`src/rtl/uart_board_ctrl.sv`:
```
// Front-panel controller for the UART tester board: debounced buttons, mode toggles,
// send handshake with auto-repeat, and receive capture with frame counters.
module uart_board_ctrl #(
  parameter int DATA_W        = 8,
  parameter int N_BTN         = 3,
  parameter int DEB_CYCLES    = 100000,
  parameter int REPEAT_CYCLES = 50000000,
  parameter int CNT_W         = 8
) (
  input  logic              clk,
  input  logic              rst,
  input  logic [N_BTN-1:0]  btn,
  input  logic              auto_sw,
  input  logic [DATA_W-1:0] sw,
  input  logic              tx_ready,
  input  logic              rx_valid,
  input  logic [DATA_W-1:0] rx_data,
  output logic              send,
  output logic [DATA_W-1:0] data_i,
  output logic [N_BTN-2:0]  mode,
  output logic              pending,
  output logic [DATA_W-1:0] rx_hold,
  output logic [CNT_W-1:0]  tx_cnt,
  output logic [CNT_W-1:0]  rx_cnt
);

  localparam int DW = $clog2(DEB_CYCLES);
  localparam int RW = $clog2(REPEAT_CYCLES);

  localparam logic [DW-1:0]    DEB_LAST = DW'(DEB_CYCLES - 1);
  localparam logic [DW-1:0]    DEB_ONE  = DW'(1);
  localparam logic [DW-1:0]    DEB_ZERO = DW'(0);
  localparam logic [RW-1:0]    PER_LAST = RW'(REPEAT_CYCLES - 1);
  localparam logic [RW-1:0]    PER_ONE  = RW'(1);
  localparam logic [RW-1:0]    PER_ZERO = RW'(0);
  localparam logic [CNT_W-1:0] CNT_ONE  = CNT_W'(1);
  localparam logic [CNT_W-1:0] CNT_ZERO = CNT_W'(0);

  typedef enum logic [0:0] {
    IDLE = 1'b0,
    WAIT = 1'b1
  } state_t;

  logic [N_BTN-1:0] btn_meta_r;
  logic [N_BTN-1:0] btn_sync_r;
  logic [N_BTN-1:0] deb_lvl_r;
  logic [N_BTN-1:0] press_r;
  logic [DW-1:0]    deb_cnt_r [N_BTN];

  logic             auto_meta_r;
  logic             auto_sync_r;
  logic             auto_tick_r;
  logic [RW-1:0]    per_cnt_r;

  state_t           state_r;
  logic             req_s;
  logic             ready_s;

  // Button synchronisers, per-button debounce counters and rising-edge press pulses
  always_ff @(posedge clk) begin
    if (rst) begin
      btn_meta_r <= {N_BTN{1'b0}};
      btn_sync_r <= {N_BTN{1'b0}};
      deb_lvl_r  <= {N_BTN{1'b0}};
      press_r    <= {N_BTN{1'b0}};
      for (int i = 0; i < N_BTN; i++) begin
        deb_cnt_r[i] <= DEB_ZERO;
      end
    end else begin
      btn_meta_r <= btn;
      btn_sync_r <= btn_meta_r;
      for (int i = 0; i < N_BTN; i++) begin
        if (btn_sync_r[i] == deb_lvl_r[i]) begin
          deb_cnt_r[i] <= DEB_ZERO;
          press_r[i]   <= 1'b0;
        end else if (deb_cnt_r[i] == DEB_LAST) begin
          deb_lvl_r[i] <= ~deb_lvl_r[i];
          deb_cnt_r[i] <= DEB_ZERO;
          press_r[i]   <= ~deb_lvl_r[i];
        end else begin
          deb_cnt_r[i] <= deb_cnt_r[i] + DEB_ONE;
          press_r[i]   <= 1'b0;
        end
      end
    end
  end

  // Mode bits flip on each press of their toggle button
  always_ff @(posedge clk) begin
    if (rst) begin
      mode <= {(N_BTN-1){1'b0}};
    end else begin
      mode <= mode ^ press_r[N_BTN-1:1];
    end
  end

  // Auto-repeat period counter; held at zero while disabled so re-enable gets a full period
  always_ff @(posedge clk) begin
    if (rst) begin
      auto_meta_r <= 1'b0;
      auto_sync_r <= 1'b0;
      per_cnt_r   <= PER_ZERO;
      auto_tick_r <= 1'b0;
    end else begin
      auto_meta_r <= auto_sw;
      auto_sync_r <= auto_meta_r;
      if (auto_sync_r) begin
        if (per_cnt_r == PER_LAST) begin
          per_cnt_r   <= PER_ZERO;
          auto_tick_r <= 1'b1;
        end else begin
          per_cnt_r   <= per_cnt_r + PER_ONE;
          auto_tick_r <= 1'b0;
        end
      end else begin
        per_cnt_r   <= PER_ZERO;
        auto_tick_r <= 1'b0;
      end
    end
  end

  // The cycle after a send is treated as busy in case tx_ready lags the transmitter
  always_comb begin
    req_s   = press_r[0] | auto_tick_r;
    ready_s = tx_ready & ~send;
  end

  // Send state machine: at most one request outstanding while waiting for tx_ready
  always_ff @(posedge clk) begin
    if (rst) begin
      state_r <= IDLE;
      send    <= 1'b0;
      pending <= 1'b0;
      data_i  <= {DATA_W{1'b0}};
      tx_cnt  <= CNT_ZERO;
    end else begin
      send <= 1'b0;
      case (state_r)
        IDLE: begin
          if (req_s) begin
            if (ready_s) begin
              send   <= 1'b1;
              data_i <= sw;
              tx_cnt <= tx_cnt + CNT_ONE;
            end else begin
              state_r <= WAIT;
              pending <= 1'b1;
            end
          end
        end
        WAIT: begin
          if (ready_s) begin
            send    <= 1'b1;
            data_i  <= sw;
            tx_cnt  <= tx_cnt + CNT_ONE;
            pending <= 1'b0;
            state_r <= IDLE;
          end
        end
        default: begin
          state_r <= IDLE;
          pending <= 1'b0;
        end
      endcase
    end
  end

  // Receive capture, independent of the send path
  always_ff @(posedge clk) begin
    if (rst) begin
      rx_hold <= {DATA_W{1'b0}};
      rx_cnt  <= CNT_ZERO;
    end else if (rx_valid) begin
      rx_hold <= rx_data;
      rx_cnt  <= rx_cnt + CNT_ONE;
    end
  end

endmodule

```
`config.mk`:
```
export PLATFORM = sky130hd
export DESIGN_NAME = uart_board_ctrl
export DESIGN_NICKNAME = d
export VERILOG_FILES = /design/src/rtl/uart_board_ctrl.sv
export SDC_FILE = /design/constraint.sdc
export NUM_CORES = 1
export LEC_CHECK = 0
export BUFFER_PORTS_ARGS = -buffer_cell sky130_fd_sc_hd__buf_2
export CAP_MARGIN = 20
export CORE_AREA = 2 2 110 112
export CTS_CLUSTER_DIAMETER = 200
export DETAILED_ROUTE_END_ITERATION = 8
export DIE_AREA = 0 0 112 114
export PLACE_DENSITY = 0.7
export SLEW_MARGIN = 10
export SYNTH_ARGS = -nofsm -noshare
export SYNTH_HDL_FRONTEND = slang
export SYNTH_SLANG_ARGS = --single-unit
```
`constraint.sdc`:
```
create_clock -name clk -period 3 [get_ports clk]
set_input_delay 0.45 -clock clk [delete_from_list [all_inputs] [get_ports clk]]
set_output_delay 0.45 -clock clk [all_outputs]
set_load 0.01 [all_outputs]
```
==> flow_summary.yaml <==
outcome:
  status: "complete, no violations"
worst_setup_path:
  path_depth: 5
  arrival_ns: 2.28
  critical_path_buf_inv_count: 1
  path_max_fanout: 9
  cp_top_family: "simple AND/OR/NAND/NOR gates"
  rr_startpoint: "deb_cnt_r[0][5]"
  worstSetupStartpointType: "flop"
  critPathSlowestCell: "o21ai_1"
  crit_chain: "nor4b_1 > nand3b_1 > o21ai_1 > buf_4 > nor2_1"
  cp_slowest_stage_delay_ns: 0.49
  end_kind: "flop"
  critPathKind: "flop to flop"
  crit_required_ns: 3.17
  ff2ff_path_depth: 5
  crit_start: "deb_cnt_r[0][5]"
clock_tree:
  clock-sinks: 129
  clk_latency_ns: 0.41
  ctsRootBufferMaster: "clkbuf_16"
  hold_buffers: 0
  cts_made_buffers: 17
  clk_path_buf_depth: 2
  path_clk_slew_ns: 0.05
  cts-resized-gates: 0
  cts_tree: "built"
  cts-htree-levels: 4
  cts_setup_buffers: 0
cells_and_area:
  final_nets: 749
  drive_gt1_frac: 0.142
  utilization: 0.604
  fillCellCount: 1031
  areaGrowthSynthToFinish_pct: 19.8
  antennaDiodeCount: 0
detailed_routing:
  drc: 0
  vias: 4609
  drt-initial-drc-count: 186
  dr.pass1.iters: 4
  wire_per_inst_um: 13.1
  viasPerCell: 5.25
  postRouteAntennaNets: 0
  wl_mm: 11.5
timing:
  fin_ws_ns: 0.881
  setup_violations: 0
  rsz0062_at_grt: "false"
  finalHoldViolCount: 0
  final.setup.tns_ns: 0
  period_share: 0.706
  skew_ns: 0.00424
  fmax_ghz: 0.472
  worst_pin_slew_ns: 0.805
  slew_headroom: 0.461
  finalMaxSlewViolations: 0
  period_needed_ns: 2.12
grt:
  grt_start_max_net_pins: 26
  first_global_vias: 4391
  grt_pass1_wl_mm: 19.3
  grt_remaining_overflow: 0
  grt_use_total: 0.187
  antenna_found_initial: 0
worst_hold_path:
  holdPathStages: 2
  hp-start: "btn[1]"
  worst_hold_path_type: "input port to flop"
logic_synthesis:
  yosysWarnings: 0
  synthTopCellsByCount: "nor2_1 (90), dfxtp_1 (78), nand2_1 (53), edfxtp_1 (51), xnor2_1 (36)"
  syn_area_mm2: 0.00590
  synthTopCellsByArea: "dfxtp_1 (26%), edfxtp_1 (26%), nor2_1 (5.7%)"
  ys_types: 50
  synth_seq_cells: 129
  seq_area_frac_synth: 0.524
  ys.flop_type: "dfxtp_1"
  ys_async_sr_fraction: 0
  synth_edf_count: 51
  syn_area_per_cell_um2: 9.70
  synth_cells: 609
  synth_most_common_cell: "nor2_1"
  yosys.area.top_type: "dfxtp_1"
  synth_top_area_frac: 0.264
placed_design:
  placement.io_buffers: 59
  dp_slack_ns: 0.890
  dpl.hpwl_mm: 8.21
  gp_congestion: 0.842
die:
  die_width_um: 112
  start_util: 0.504
  dieArea_mm2: 0.0128
  placeableCoreArea_mm2: 0.0117
  die_height_um: 114
  top_level_ports: 60
  num_rows: 40
flow_run:
  maxCapViolCount: 0
power_and_ir_drop:
  leakagePower_nw: 2.60
  powerDensity_mw_per_mm2: 560
  total_power_mw: 3.96
  irDropWorstVdd_mv: 0.413
==> worst register-to-register path: stages (launching register included) <==
cell and delay, ns:
edfxtp_1 0.48, nor4b_1 0.44, nand3b_1 0.14, o21ai_1 0.49, buf_4 0.27, nor2_1 0.06
==> cells in the final DEF (no fill, tap or decap), types with 4 or more instances in the layout <==
master,n
mux2i_1,10
and4_1,7
clkbuf_16,18
a21oi_1,34
dfxtp_1,78
clkbuf_1,5
buf_4,6
clkinv_2,5
xor2_1,28
edfxtp_1,51
nor4_1,12
and3_1,9
nand4_1,31
nor2_1,90
or3_1,18
nand3_1,27
nor4b_1,5
conb_1,51
nor3_1,11
buf_2,59
xnor2_1,36
o31ai_1,4
nor2b_1,10
ha_1,6
inv_1,10
o21ai_0,19
or4_1,6
nand2_1,53
==> power by group <==
part,switching [mW],leakage (nW),internal (mW)
clock network,0.692,0.276,1.22
registers,0.0446,1.16,1.87
logic,0.0784,1.16,0.0581
==> logic make-up after synthesis <==
logic type      Yosys count  share of synthesized area
mux                      11                     0.0189
fa+ha+maj                 6                     0.0127
simple gates            301                      0.267
flops                   129                      0.524
buf+inv                  34                     0.0233
other cells               1                   0.000635
xor+xnor                 64                     0.0949
compound gates           63                     0.0583
==> worst paths after layout <==
| kind | to | slack (ns) |
|---|---|---|
| setup / recovery | deb_cnt_r[0][4] | 0.88 |
| hold / removal | btn_meta_r[1] | 0.25 |
| hold reg to reg | btn_sync_r[2] | 0.44 |
| setup reg to reg | deb_cnt_r[0][4] | 0.88 |
==> metal layers <==
metal / routed length, um / share of wire / vias up / GRT usage
met4: 194 / 0.017 / 0 / 0.0805
met1: 5380 / 0.47 / 2187 / 0.230
met2: 5630 / 0.49 / 51 / 0.313
li1: - / - / 2350 / -
met5: 0 / 0 / - / 0
met3: 286 / 0.025 / 21 / 0.0484
==> registers in the layout (all words and copies together), names as in the netlist <==
signal / cells
deb_lvl_r: 3
auto_meta_r: 1
btn_sync_r: 3
rx_hold: 8
press_r: 3
mode: 2
tx_cnt: 8
rx_cnt: 8
send: 1
deb_cnt_r: 51
per_cnt_r: 26
btn_meta_r: 3
pending: 1
state_r: 1
auto_sync_r: 1
data_i: 8
auto_tick_r: 1
==> final cells by class <==
type	count	area, um2	share of cell area
clock buffer	25	497	0.0702
clock inverter	6	55.1	0.00778
inverter	10	37.5	0.00531
multi-input combinational	496	2870	0.405
sequential	129	3090	0.437
tap	147	184	0.0260
timing repair buffer	65	340	0.0481
==> metrics by stage <==
stage	hold slack, ns	instance area [um2]	instances
floorplan	0.414	6090	659
detailed placement	0.428	6520	847
finish	0.249	7080	878
CTS	0.235	7080	878
global placement	0.419	6520	847
global route	0.246	7080	878
Power figures use the tool's default switching activity.
